[config.mk]
export PLATFORM = sky130hd
export DESIGN_NAME = ac97_csr_responder_flat
export DESIGN_NICKNAME = d
export VERILOG_FILES = /design/src/rtl/ac97_csr_responder_pkg.sv /design/src/rtl/ac97_csr_responder_if.sv /design/src/rtl/ac97_csr_responder_dma_channel.sv /design/src/rtl/ac97_csr_responder.sv /design/src/flat_wrapper.sv
export SDC_FILE = /design/constraint.sdc
export NUM_CORES = 1
export LEC_CHECK = 0
export ABC_CLOCK_PERIOD_IN_PS = 2000
export CORE_MARGIN = 4
export CORE_UTILIZATION = 48
export CTS_BUF_LIST = sky130_fd_sc_hd__clkbuf_8
export CTS_CLUSTER_SIZE = 24
export DETAILED_ROUTE_END_ITERATION = 6
export PLACE_DENSITY = 0.79
export SLEW_MARGIN = 10
export SYNTH_ARGS = -nofsm -noshare
export SYNTH_HDL_FRONTEND = slang
export SYNTH_SLANG_ARGS = --single-unit
[constraint.sdc]
create_clock -name clk -period 2 [get_ports clk]
set_clock_uncertainty 0.2 [all_clocks]
set_input_delay 0.3 -clock clk [delete_from_list [all_inputs] [get_ports clk]]
set_output_delay 0.3 -clock clk [all_outputs]
set_load 0.005 [all_outputs]
[src/rtl/ac97_csr_responder_pkg.sv]
// Shared definitions for the AC97 CSR responder: register offsets,
// CTRL bit positions and the DMA channel state type.
package ac97_pkg;

    // Register byte offsets on the CSR bus
    localparam logic [13:0] AC97_CTRL = 14'h00;
    localparam logic [13:0] DMAW_CTRL = 14'h10;
    localparam logic [13:0] DMAW_ADDR = 14'h14;
    localparam logic [13:0] DMAW_CNT  = 14'h18;
    localparam logic [13:0] DMAR_CTRL = 14'h20;
    localparam logic [13:0] DMAR_ADDR = 14'h24;
    localparam logic [13:0] DMAR_CNT  = 14'h28;

    // Global CTRL bits
    localparam int CTRL_ENABLE_BIT = 0;
    localparam int CTRL_IRQ_EN_BIT = 1;

    // Channel CTRL bits
    localparam int CH_START_BIT = 0;

    typedef enum logic [1:0] {
        IDLE = 2'd0,
        XFER = 2'd1,
        DONE = 2'd2
    } ch_state_t;

endpackage

[src/rtl/ac97_csr_responder_if.sv]
// CSR write bus plus the two DMA request/ack channels of the AC97 responder.
// master: controller / memory side, slave: the responder.
interface ac97_csr_responder_if #(
    parameter int DMA_AW = 32
);
    logic [13:0]       csr_addr;
    logic              csr_we;
    logic [31:0]       csr_di;
    logic [31:0]       csr_do;
    logic              dmar_req;
    logic              dmaw_req;
    logic [DMA_AW-1:0] dmar_addr;
    logic [DMA_AW-1:0] dmaw_addr;
    logic              dmar_ack;
    logic              dmaw_ack;
    logic              dmar_irq;
    logic              dmaw_irq;

    modport master (
        output csr_addr, csr_we, csr_di, dmar_ack, dmaw_ack,
        input  csr_do, dmar_req, dmaw_req, dmar_addr, dmaw_addr, dmar_irq, dmaw_irq
    );

    modport slave (
        input  csr_addr, csr_we, csr_di, dmar_ack, dmaw_ack,
        output csr_do, dmar_req, dmaw_req, dmar_addr, dmaw_addr, dmar_irq, dmaw_irq
    );
endinterface

[src/rtl/ac97_csr_responder_dma_channel.sv]
// One DMA channel: ADDR/CNT registers, IDLE/XFER/DONE sequencer,
// completion-pending flag and the word req/ack handshake.
module ac97_dma_channel
    import ac97_pkg::*;
#(
    parameter int DMA_AW = 32,
    parameter int CNT_W  = 16
) (
    input  logic              clk,
    input  logic              rst,
    input  logic              enable,    // global enable including a same-cycle CTRL write
    input  logic              ctrl_we,
    input  logic              start,
    input  logic              addr_we,
    input  logic              cnt_we,
    input  logic [31:0]       wdata,
    input  logic              ack,
    output logic              req,
    output logic [DMA_AW-1:0] addr,
    output logic [CNT_W-1:0]  cnt,
    output logic              busy,
    output logic              pending
);

    ch_state_t         state_reg;
    logic              req_reg;
    logic              pending_reg;
    logic [DMA_AW-1:0] addr_reg;
    logic [CNT_W-1:0]  cnt_reg;

    // Channel sequencer; ADDR/CNT are only writable while the channel is idle
    always_ff @(posedge clk or negedge rst) begin
        if (!rst) begin
            state_reg   <= IDLE;
            req_reg     <= 1'b0;
            pending_reg <= 1'b0;
            addr_reg    <= '0;
            cnt_reg     <= '0;
        end else begin
            case (state_reg)
                IDLE: begin
                    if (addr_we)
                        addr_reg <= DMA_AW'(wdata) & ~DMA_AW'(32'd3);
                    if (cnt_we)
                        cnt_reg <= CNT_W'(wdata);
                    if (ctrl_we) begin
                        pending_reg <= 1'b0;
                        if (start && enable) begin
                            if (cnt_reg != '0) begin
                                state_reg <= XFER;
                                req_reg   <= 1'b1;
                            end else begin
                                // empty transfer completes without a request
                                state_reg <= DONE;
                            end
                        end
                    end
                end
                XFER: begin
                    // an accepted word is always counted, even when aborted this cycle
                    if (ack) begin
                        addr_reg <= addr_reg + DMA_AW'(32'd4);
                        cnt_reg  <= cnt_reg - CNT_W'(1);
                    end
                    if (ctrl_we)
                        pending_reg <= 1'b0;
                    if ((ctrl_we && !start) || !enable) begin
                        state_reg <= IDLE;
                        req_reg   <= 1'b0;
                    end else if (ack && cnt_reg == CNT_W'(1)) begin
                        state_reg <= DONE;
                        req_reg   <= 1'b0;
                    end
                end
                DONE: begin
                    // completion beats any CTRL write landing in this cycle
                    state_reg   <= IDLE;
                    pending_reg <= 1'b1;
                end
                default: begin
                    state_reg <= IDLE;
                    req_reg   <= 1'b0;
                end
            endcase
        end
    end

    assign req     = req_reg;
    assign addr    = addr_reg;
    assign cnt     = cnt_reg;
    assign pending = pending_reg;
    assign busy    = (state_reg != IDLE);

endmodule

[src/rtl/ac97_csr_responder.sv]
// AC97 CSR responder top: global CTRL register, CSR address decode,
// two DMA channels (index 0 = record/dmaw, 1 = playback/dmar), irq
// registers and the optional read mux.
// Optional feature macro: AC97_CSR_READBACK_EN (registered csr_do readback;
// when undefined csr_do is tied to 0).
module ac97_csr_responder
    import ac97_pkg::*;
#(
    parameter int DMA_AW = 32,
    parameter int CNT_W  = 16
) (
    input  logic                 clk,
    input  logic                 rst,
    ac97_csr_responder_if.slave  bus
);

    logic [1:0]        ctrl_reg;
    logic [1:0]        ctrl_next;
    logic              ctrl_we;
    logic [1:0]        irq_reg;

    logic              ch_req     [2];
    logic [DMA_AW-1:0] ch_addr    [2];
    logic [CNT_W-1:0]  ch_cnt     [2];
    logic              ch_busy    [2];
    logic              ch_pending [2];
    logic              ch_ack     [2];

    assign ctrl_we   = bus.csr_we && (bus.csr_addr == AC97_CTRL);
    // channels see the enable value taking effect at this edge so that
    // clearing it aborts a transfer on the same edge
    assign ctrl_next = ctrl_we ? bus.csr_di[1:0] : ctrl_reg;

    // Global CTRL register
    always_ff @(posedge clk or negedge rst) begin
        if (!rst)
            ctrl_reg <= 2'b00;
        else
            ctrl_reg <= ctrl_next;
    end

    assign ch_ack[0] = bus.dmaw_ack;
    assign ch_ack[1] = bus.dmar_ack;

    genvar gi;
    generate
        for (gi = 0; gi < 2; gi++) begin : g_ch
            localparam logic [13:0] CTRL_OFS = (gi == 0) ? DMAW_CTRL : DMAR_CTRL;
            localparam logic [13:0] ADDR_OFS = (gi == 0) ? DMAW_ADDR : DMAR_ADDR;
            localparam logic [13:0] CNT_OFS  = (gi == 0) ? DMAW_CNT  : DMAR_CNT;

            ac97_dma_channel #(
                .DMA_AW (DMA_AW),
                .CNT_W  (CNT_W)
            ) u_ch (
                .clk     (clk),
                .rst     (rst),
                .enable  (ctrl_next[CTRL_ENABLE_BIT]),
                .ctrl_we (bus.csr_we && (bus.csr_addr == CTRL_OFS)),
                .start   (bus.csr_di[CH_START_BIT]),
                .addr_we (bus.csr_we && (bus.csr_addr == ADDR_OFS)),
                .cnt_we  (bus.csr_we && (bus.csr_addr == CNT_OFS)),
                .wdata   (bus.csr_di),
                .ack     (ch_ack[gi]),
                .req     (ch_req[gi]),
                .addr    (ch_addr[gi]),
                .cnt     (ch_cnt[gi]),
                .busy    (ch_busy[gi]),
                .pending (ch_pending[gi])
            );
        end
    endgenerate

    // Registered interrupt lines: pending gated by the global irq enable
    always_ff @(posedge clk or negedge rst) begin
        if (!rst)
            irq_reg <= 2'b00;
        else
            irq_reg <= {ch_pending[1], ch_pending[0]} & {2{ctrl_reg[CTRL_IRQ_EN_BIT]}};
    end

    assign bus.dmaw_req  = ch_req[0];
    assign bus.dmar_req  = ch_req[1];
    assign bus.dmaw_addr = ch_addr[0];
    assign bus.dmar_addr = ch_addr[1];
    assign bus.dmaw_irq  = irq_reg[0];
    assign bus.dmar_irq  = irq_reg[1];

`ifdef AC97_CSR_READBACK_EN
    logic [31:0] rd_data;
    logic [31:0] csr_do_reg;

    // Read mux; channel CTRL reads return {pending, busy}
    always_comb begin
        rd_data = '0;
        case (bus.csr_addr)
            AC97_CTRL: rd_data = {30'b0, ctrl_reg};
            DMAW_CTRL: rd_data = {30'b0, ch_pending[0], ch_busy[0]};
            DMAW_ADDR: rd_data = 32'(ch_addr[0]);
            DMAW_CNT:  rd_data = 32'(ch_cnt[0]);
            DMAR_CTRL: rd_data = {30'b0, ch_pending[1], ch_busy[1]};
            DMAR_ADDR: rd_data = 32'(ch_addr[1]);
            DMAR_CNT:  rd_data = 32'(ch_cnt[1]);
            default:   rd_data = '0;
        endcase
    end

    // One-cycle read pipeline register
    always_ff @(posedge clk or negedge rst) begin
        if (!rst)
            csr_do_reg <= '0;
        else
            csr_do_reg <= rd_data;
    end

    assign bus.csr_do = csr_do_reg;
`else
    assign bus.csr_do = '0;

    // counters and busy flags only feed the read mux
    logic unused_readback;
    assign unused_readback = ^{ch_cnt[0], ch_cnt[1], ch_busy[0], ch_busy[1]};
`endif

endmodule

[src/flat_wrapper.sv]
// flat-port wrapper written by rule: the top's interface ports become plain ports
module ac97_csr_responder_flat import ac97_pkg::*;
#(
    parameter int DMA_AW = 32,
    parameter int CNT_W  = 16
)
  (clk, rst, bus_csr_addr, bus_csr_we, bus_csr_di, bus_dmar_ack, bus_dmaw_ack, bus_csr_do, bus_dmar_req, bus_dmaw_req, bus_dmar_addr, bus_dmaw_addr, bus_dmar_irq, bus_dmaw_irq);
  ac97_csr_responder_if #(.DMA_AW(DMA_AW)) bus_i ();
  input  logic clk;
  input  logic rst;
  input wire logic [$bits(bus_i.csr_addr)-1:0] bus_csr_addr;
  input wire logic [$bits(bus_i.csr_we)-1:0] bus_csr_we;
  input wire logic [$bits(bus_i.csr_di)-1:0] bus_csr_di;
  input wire logic [$bits(bus_i.dmar_ack)-1:0] bus_dmar_ack;
  input wire logic [$bits(bus_i.dmaw_ack)-1:0] bus_dmaw_ack;
  output wire logic [$bits(bus_i.csr_do)-1:0] bus_csr_do;
  output wire logic [$bits(bus_i.dmar_req)-1:0] bus_dmar_req;
  output wire logic [$bits(bus_i.dmaw_req)-1:0] bus_dmaw_req;
  output wire logic [$bits(bus_i.dmar_addr)-1:0] bus_dmar_addr;
  output wire logic [$bits(bus_i.dmaw_addr)-1:0] bus_dmaw_addr;
  output wire logic [$bits(bus_i.dmar_irq)-1:0] bus_dmar_irq;
  output wire logic [$bits(bus_i.dmaw_irq)-1:0] bus_dmaw_irq;
  assign bus_i.csr_addr = bus_csr_addr;
  assign bus_i.csr_we = bus_csr_we;
  assign bus_i.csr_di = bus_csr_di;
  assign bus_i.dmar_ack = bus_dmar_ack;
  assign bus_i.dmaw_ack = bus_dmaw_ack;
  assign bus_csr_do = bus_i.csr_do;
  assign bus_dmar_req = bus_i.dmar_req;
  assign bus_dmaw_req = bus_i.dmaw_req;
  assign bus_dmar_addr = bus_i.dmar_addr;
  assign bus_dmaw_addr = bus_i.dmaw_addr;
  assign bus_dmar_irq = bus_i.dmar_irq;
  assign bus_dmaw_irq = bus_i.dmaw_irq;
  ac97_csr_responder #(.DMA_AW(DMA_AW), .CNT_W(CNT_W)) u_core (.clk(clk), .rst(rst), .bus(bus_i));
endmodule
# Yosys cells after proc, flatten, opt, wreduce, memory -nomap -nowiden
# Index checks and enable logic that the tools add are counted.
# Widths: inputs -> output; s select.
# totals
latchBits,0
inputBits,51
out_inout_bits,100
mem_bits_rw,0
rom_bits,0
n_memories,0
elab_cells,126
ff_bits,108
# classes
n_reduce_logical,37
n_div,0
n_mul,0
bitwise_logic,3
addsub,4
muxes,41
order_cmp,0
n_shift,0
n_eq_ne,28
# ops
cell,n
$mux 32,4
$pmux 32 s2,2
$add 32x3->32 const B,2
$mux 16,4
$pmux 16 s2,2
$eq 14x5->1 const B,3
$eq 14x6->1 const B,3
$eq 16x1->1 const B,2
$reduce_bool 16->1,2
$sub 16x1->16 const B,2
$ne 2x2->1 const B,11
$mux 2,10
$reduce_and 3->1,6
$logic_not 14->1,1
$mux 1,13
$logic_and 1x1->1,12
$reduce_and 5->1,2
$pmux 2 s2,2
$reduce_bool 2->1,4
$ne 2x1->1 const B,3
$ne 3x3->1 const B,2
$pmux 1 s3,2
$eq 2x1->1 const B,2
$eq 2x2->1 const B,2
8 further kinds,15

# Depth between registers and ports, before layout
# logic_depth
word_depth,7
ltp_mapped,7
ltp_nobuf,6

# Modules after synthesis
# From an unflattened synthesis, not the netlist that was laid out.
# unflattened
hier_cells,893
area_unflattened_um2,7359.6
# by_module_without_submodules
module,seq_area_each_um2,area_per_inst_um2,cells_per_inst,instances
ac97_dma_channel,1251.2,3417.0,416,2
ac97_csr_responder,100.1,525.5,61,1

# Least setup slack after synthesis
# No wires, ideal clock.
# synth_path
kind,register to register
startpoint,register u_core.g_ch[0].u_ch.addr_reg[2]
endpoint,register u_core.g_ch[0].u_ch.addr_reg[22]
stages_incl_launch_ff,7
n_path_buf,0
period_less_slack_ns,2.152
setup_time_ns,0.121
arrival_ns,1.831
slack_ns,-0.152
cell_sequence,dfrtp_1 > ha_1 > nand3_1 > nor3_2 > nand3_1 > o32a_1 > o22a_1
# synth_between
elab_chain_cells,3
# synth_lines
element,line_no,source
from (decl),ac97_csr_responder_dma_channel.sv:28,logic [DMA_AW-1:0] addr_reg;
from (signal assigned),ac97_csr_responder_dma_channel.sv:43,addr_reg <= DMA_AW'(wdata) & ~DMA_AW'(32'd3);
from (signal assigned),ac97_csr_responder_dma_channel.sv:62,addr_reg <= addr_reg + DMA_AW'(32'd4);
$add 32x3->32,ac97_csr_responder_dma_channel.sv:62,
$mux 32,ac97_csr_responder_dma_channel.sv:61,if (ack) begin
$pmux 32 s2,ac97_csr_responder_dma_channel.sv:40,case (state_reg)
# No other way between the ends. The select of a mux whose other input is x is not followed.
# A chain may end at the register's enable or synchronous reset.

# Worst setup path after layout
# layout_path
startpoint,register u_core.g_ch[1].u_ch.state_reg[0]
endpoint,register u_core.g_ch[1].u_ch.addr_reg[16]
# layout_between
elab_chain_cells,3
# layout_lines
element,line_no,source
from (decl),ac97_csr_responder_dma_channel.sv:25,ch_state_t state_reg;
from (signal assigned),ac97_csr_responder_dma_channel.sv:34,state_reg <= IDLE;
from (signal assigned),ac97_csr_responder_dma_channel.sv:50,state_reg <= XFER;
from (signal assigned),ac97_csr_responder_dma_channel.sv:54,state_reg <= DONE;
$eq 2x1->1 or $logic_not 2->1 (tied branches),ac97_csr_responder_dma_channel.sv:40,
$ne 2x2->1 (no source line) or $reduce_bool 2->1 (tied branches),--,
$reduce_and 3->1 (no source line),--,
to (signal assigned),ac97_csr_responder_dma_channel.sv:43,
to (signal assigned),ac97_csr_responder_dma_channel.sv:62,
to (decl),ac97_csr_responder_dma_channel.sv:28,
# Parallel ways exist; a longest one is shown, timed or not.

==> impl_results.md <==
* Status: finished, violations left
* Violated checks: setup timing
* WL/cell at 20.1 µm
* Largest net degree at the start of global routing at 59
* Reg area at 0.00261 mm²
* Final worst slack at -0.0939 ns
* F_max at 478 MHz
* Crit path DAT at 2.20 ns
* PortBufs at 114
* DR vias at 7993
* Post-DP HPWL at 16200 µm
* Setup tns final at -1.22 ns
* Syn avg cell area at 8.32 µm²
* CP Capture Type: flip-flop
* Fillers at 977
* Vias per cell at 6.34
* Chip height at 127 µm
* #FFs+latches synth at 104
* Mapped cell area at 0.00684 mm²
* Register area share after synthesis at 0.380
* CTS sink count at 104
* Max H-tree Level at 3
* Min-Delay Path Class: input port to async pin
* EDFF count, synth at 0
* Top_reg_cell synth: dfrtp_1
* Vias in the first global route at 6929
* CP most frequent cell: buf_6
* Die width at 127 µm
* Worst Path Buf+Inv at 3
* End-of-flow core utilization at 0.728
* Die area at 0.0162 mm²
* Area growth syn-to-layout at 48.2%
* Largest register FFs at 60
* First-pass GRT wire length at 35100 µm
* # IOs at 151
* Max_cap viols at 0
* Crit path time final at 2.09 ns
* Count of final setup violators at 32
* CP top delay family: compound AO/OA/AOI/OAI gates
* GPL Wtd Cong at 0.930
* Initial core utilization at 0.491
* DRC Markers at 0
* Final Hold Viols at 0
* Worst Hold Slack at 0.189 ns
* Slew Limit Fails at 0
* TritonCTS clock tree: yes
* Synth warn at 0
* Critical Path, Cell by Cell: nor2b_2 > nand4_4 > buf_6 > o31ai_4 > buf_6 > clkbuf_16 > a21oi_2 > a31oi_1
* Remaining global-route overflow at 0
* Critical path startpoint category: flip-flop
* Worst vdd ir at 0.314 mV
* Total GRT Usage at 0.265
* Initial antenna violation count at 0
* Row Count at 43
* Fin crit share at 1.05
* Share of post-route cells with drive strength above 1 at 0.259
* Max incr delay on CP at 0.43 ns
* CTS Buf Count at 9
* 1st-iter DRT viols at 1055
* Max clock buf depth at 2
* Pwr per Cell Area at 382 mW/mm²
* Routed WL at 25400 µm
* Synth async-reset ratio at 1.00
* Synth cell types at 69
* DR pass1 iterations at 6
* Core area at 0.0139 mm²
* Dpl cells at 1200
* Routed Antenna Nets at 0
* Final std cells w/o fill at 1260
* Place WS at -0.613 ns
* Clock Latency Late Sink at 0.39 ns
* Cell taking the most area after synthesis: dfrtp_1
* Yosys top cell area share at 0.380
* Synth top area cells: dfrtp_1 (38%), a21oi_1 (6.1%), o21ai_0 (5.2%)
* Clock transition time at the flip-flop clock pins of the worst setup and hold paths at 0.11 ns
* Area of the multi-input gates at 0.00424 mm²
* Leak at 4.48 nW
* Layout Nets at 1134
* Slowest CP cell: dfrtp_1
* RSZ-0062 raised after global routing: yes
* # diodes at 0
* Clock root cell: clkbuf_8
* Worst Path Required at 2.11 ns
* Crit path kind: flip-flop to flip-flop
* Cell count after synthesis at 823
* Crit path max fanout at 5
## synth_stat cells, drive strengths merged (3+ instances only)
library cell	n
o31a	6
o41ai	3
or4	4
ha	8
and3	19
nor2b	3
and2	10
mux2i	6
or2	4
o31ai	5
nor3	27
nand4b	3
clkbuf	29
dfrtp	104
inv	19
a21oi	83
a2bb2oi	13
a211oi	4
nor2	56
o2bb2ai	7
o22a	19
o22ai	17
o211ai	4
nor4	18
a32oi	5
a31oi	17
o32ai	3
nor3b	3
nand4	24
buf	54
a41o	3
nand3	51
o21ai	73
or3	7
nand2	74
a22oi	9
## timing repair
| item | in CTS | in global routing |
|---|---|---|
| hold buffers | 1 | 0 |
| gates cloned | 1 | 10 |
| gates resized for setup | 34 | 98 |
| endpoints found under the hold margin | 29 | 0 |
| pin swaps | 12 | 25 |
| setup buffers | 9 | 23 |
| endpoints found under the setup margin | 63 | 94 |
## final cells by class
| type | count | share of cell area |
|---|---|---|
| multi-input combinational | 652 | 0.418 |
| inverter | 19 | 0.00703 |
| sequential | 104 | 0.257 |
| timing repair buffer | 289 | 0.276 |
| clock inverter | 7 | 0.00777 |
| clock buffer | 9 | 0.0122 |
| tap | 180 | 0.0222 |
## metrics by stage
step	power (W)	cell area (µm²)
floorplan	0.00229	6990
global placement	0.00248	9030
detailed placement	0.00249	9030
CTS	0.00386	9440
global route	0.00399	10100
finish	0.00388	10100
## placed cells by master (no fill, tap or decap), types with 8 or more instances in the layout
cell             instances
a22oi_1                  9
o22a_1                  19
buf_12                  11
a2bb2oi_1               11
nand3_2                 10
and3_1                  19
conb_1                  36
and2_1                   9
dfrtp_1                100
buf_6                   23
nor2_1                  54
nand4_1                 23
o22ai_1                 16
buf_4                  134
clkbuf_8                 9
a21oi_1                 75
nor3_1                  20
nand2_1                 72
inv_1                   18
o21ai_0                 65
nor4_4                   8
nand3_1                 39
clkdlybuf4s50_1         96
a31oi_1                 17
a21oi_2                  8
## cell families after synthesis
group           after synthesis  share of synthesized area
compound gates              291                      0.277
flops                       104                      0.380
fa+ha+maj                     8                     0.0146
simple gates                310                      0.239
buf+inv                     102                     0.0786
mux                           7                     0.0104
other cells                   1                   0.000548
## path summary, 6_finish.rpt
check | start | end | slack (ns) | cells after the start
worst max-delay path | u_core.g_ch[1].u_ch.state_reg[0] | u_core.g_ch[1].u_ch.addr[16] | -0.09 | 8
min in group clk | bus_csr_addr[5] | u_core.g_ch[1].u_ch.state_reg[0] | 0.28 | 5
worst min-delay path | rst | u_core.g_ch[0].u_ch.addr[4] | 0.19 | 2
worst min register to register | u_core.g_ch[1].u_ch.pending | u_core.g_ch[1].u_ch.pending | 0.31 | 2
max in group asynchronous | rst | u_core.g_ch[1].u_ch.cnt[1] | 0.80 | 3
worst max register to register | u_core.g_ch[1].u_ch.state_reg[0] | u_core.g_ch[1].u_ch.addr[16] | -0.09 | 8
## worst reg2reg max path, cell delays in order, from the launching register on
cell,delay [ns]
dfrtp_1,0.43
nor2b_2,0.20
nand4_4,0.16
buf_6,0.17
o31ai_4,0.35
buf_6,0.17
clkbuf_16,0.14
a21oi_2,0.05
a31oi_1,0.16
## power breakdown
part           internal (W)  leakage, nW  total, W  switching, W
sequential          0.00210         1.39   0.00211    0.00000425
combinational      0.000159         3.00  0.000363      0.000204
clock              0.000590       0.0925   0.00141      0.000815
## routing by layer
metal  track usage  part of all wire
met1         0.360              0.38
met2         0.428              0.47
met3        0.0631              0.11
met4        0.0688             0.034
met5             0                 0
No activity file was read; power rests on OpenSTA's default activity.
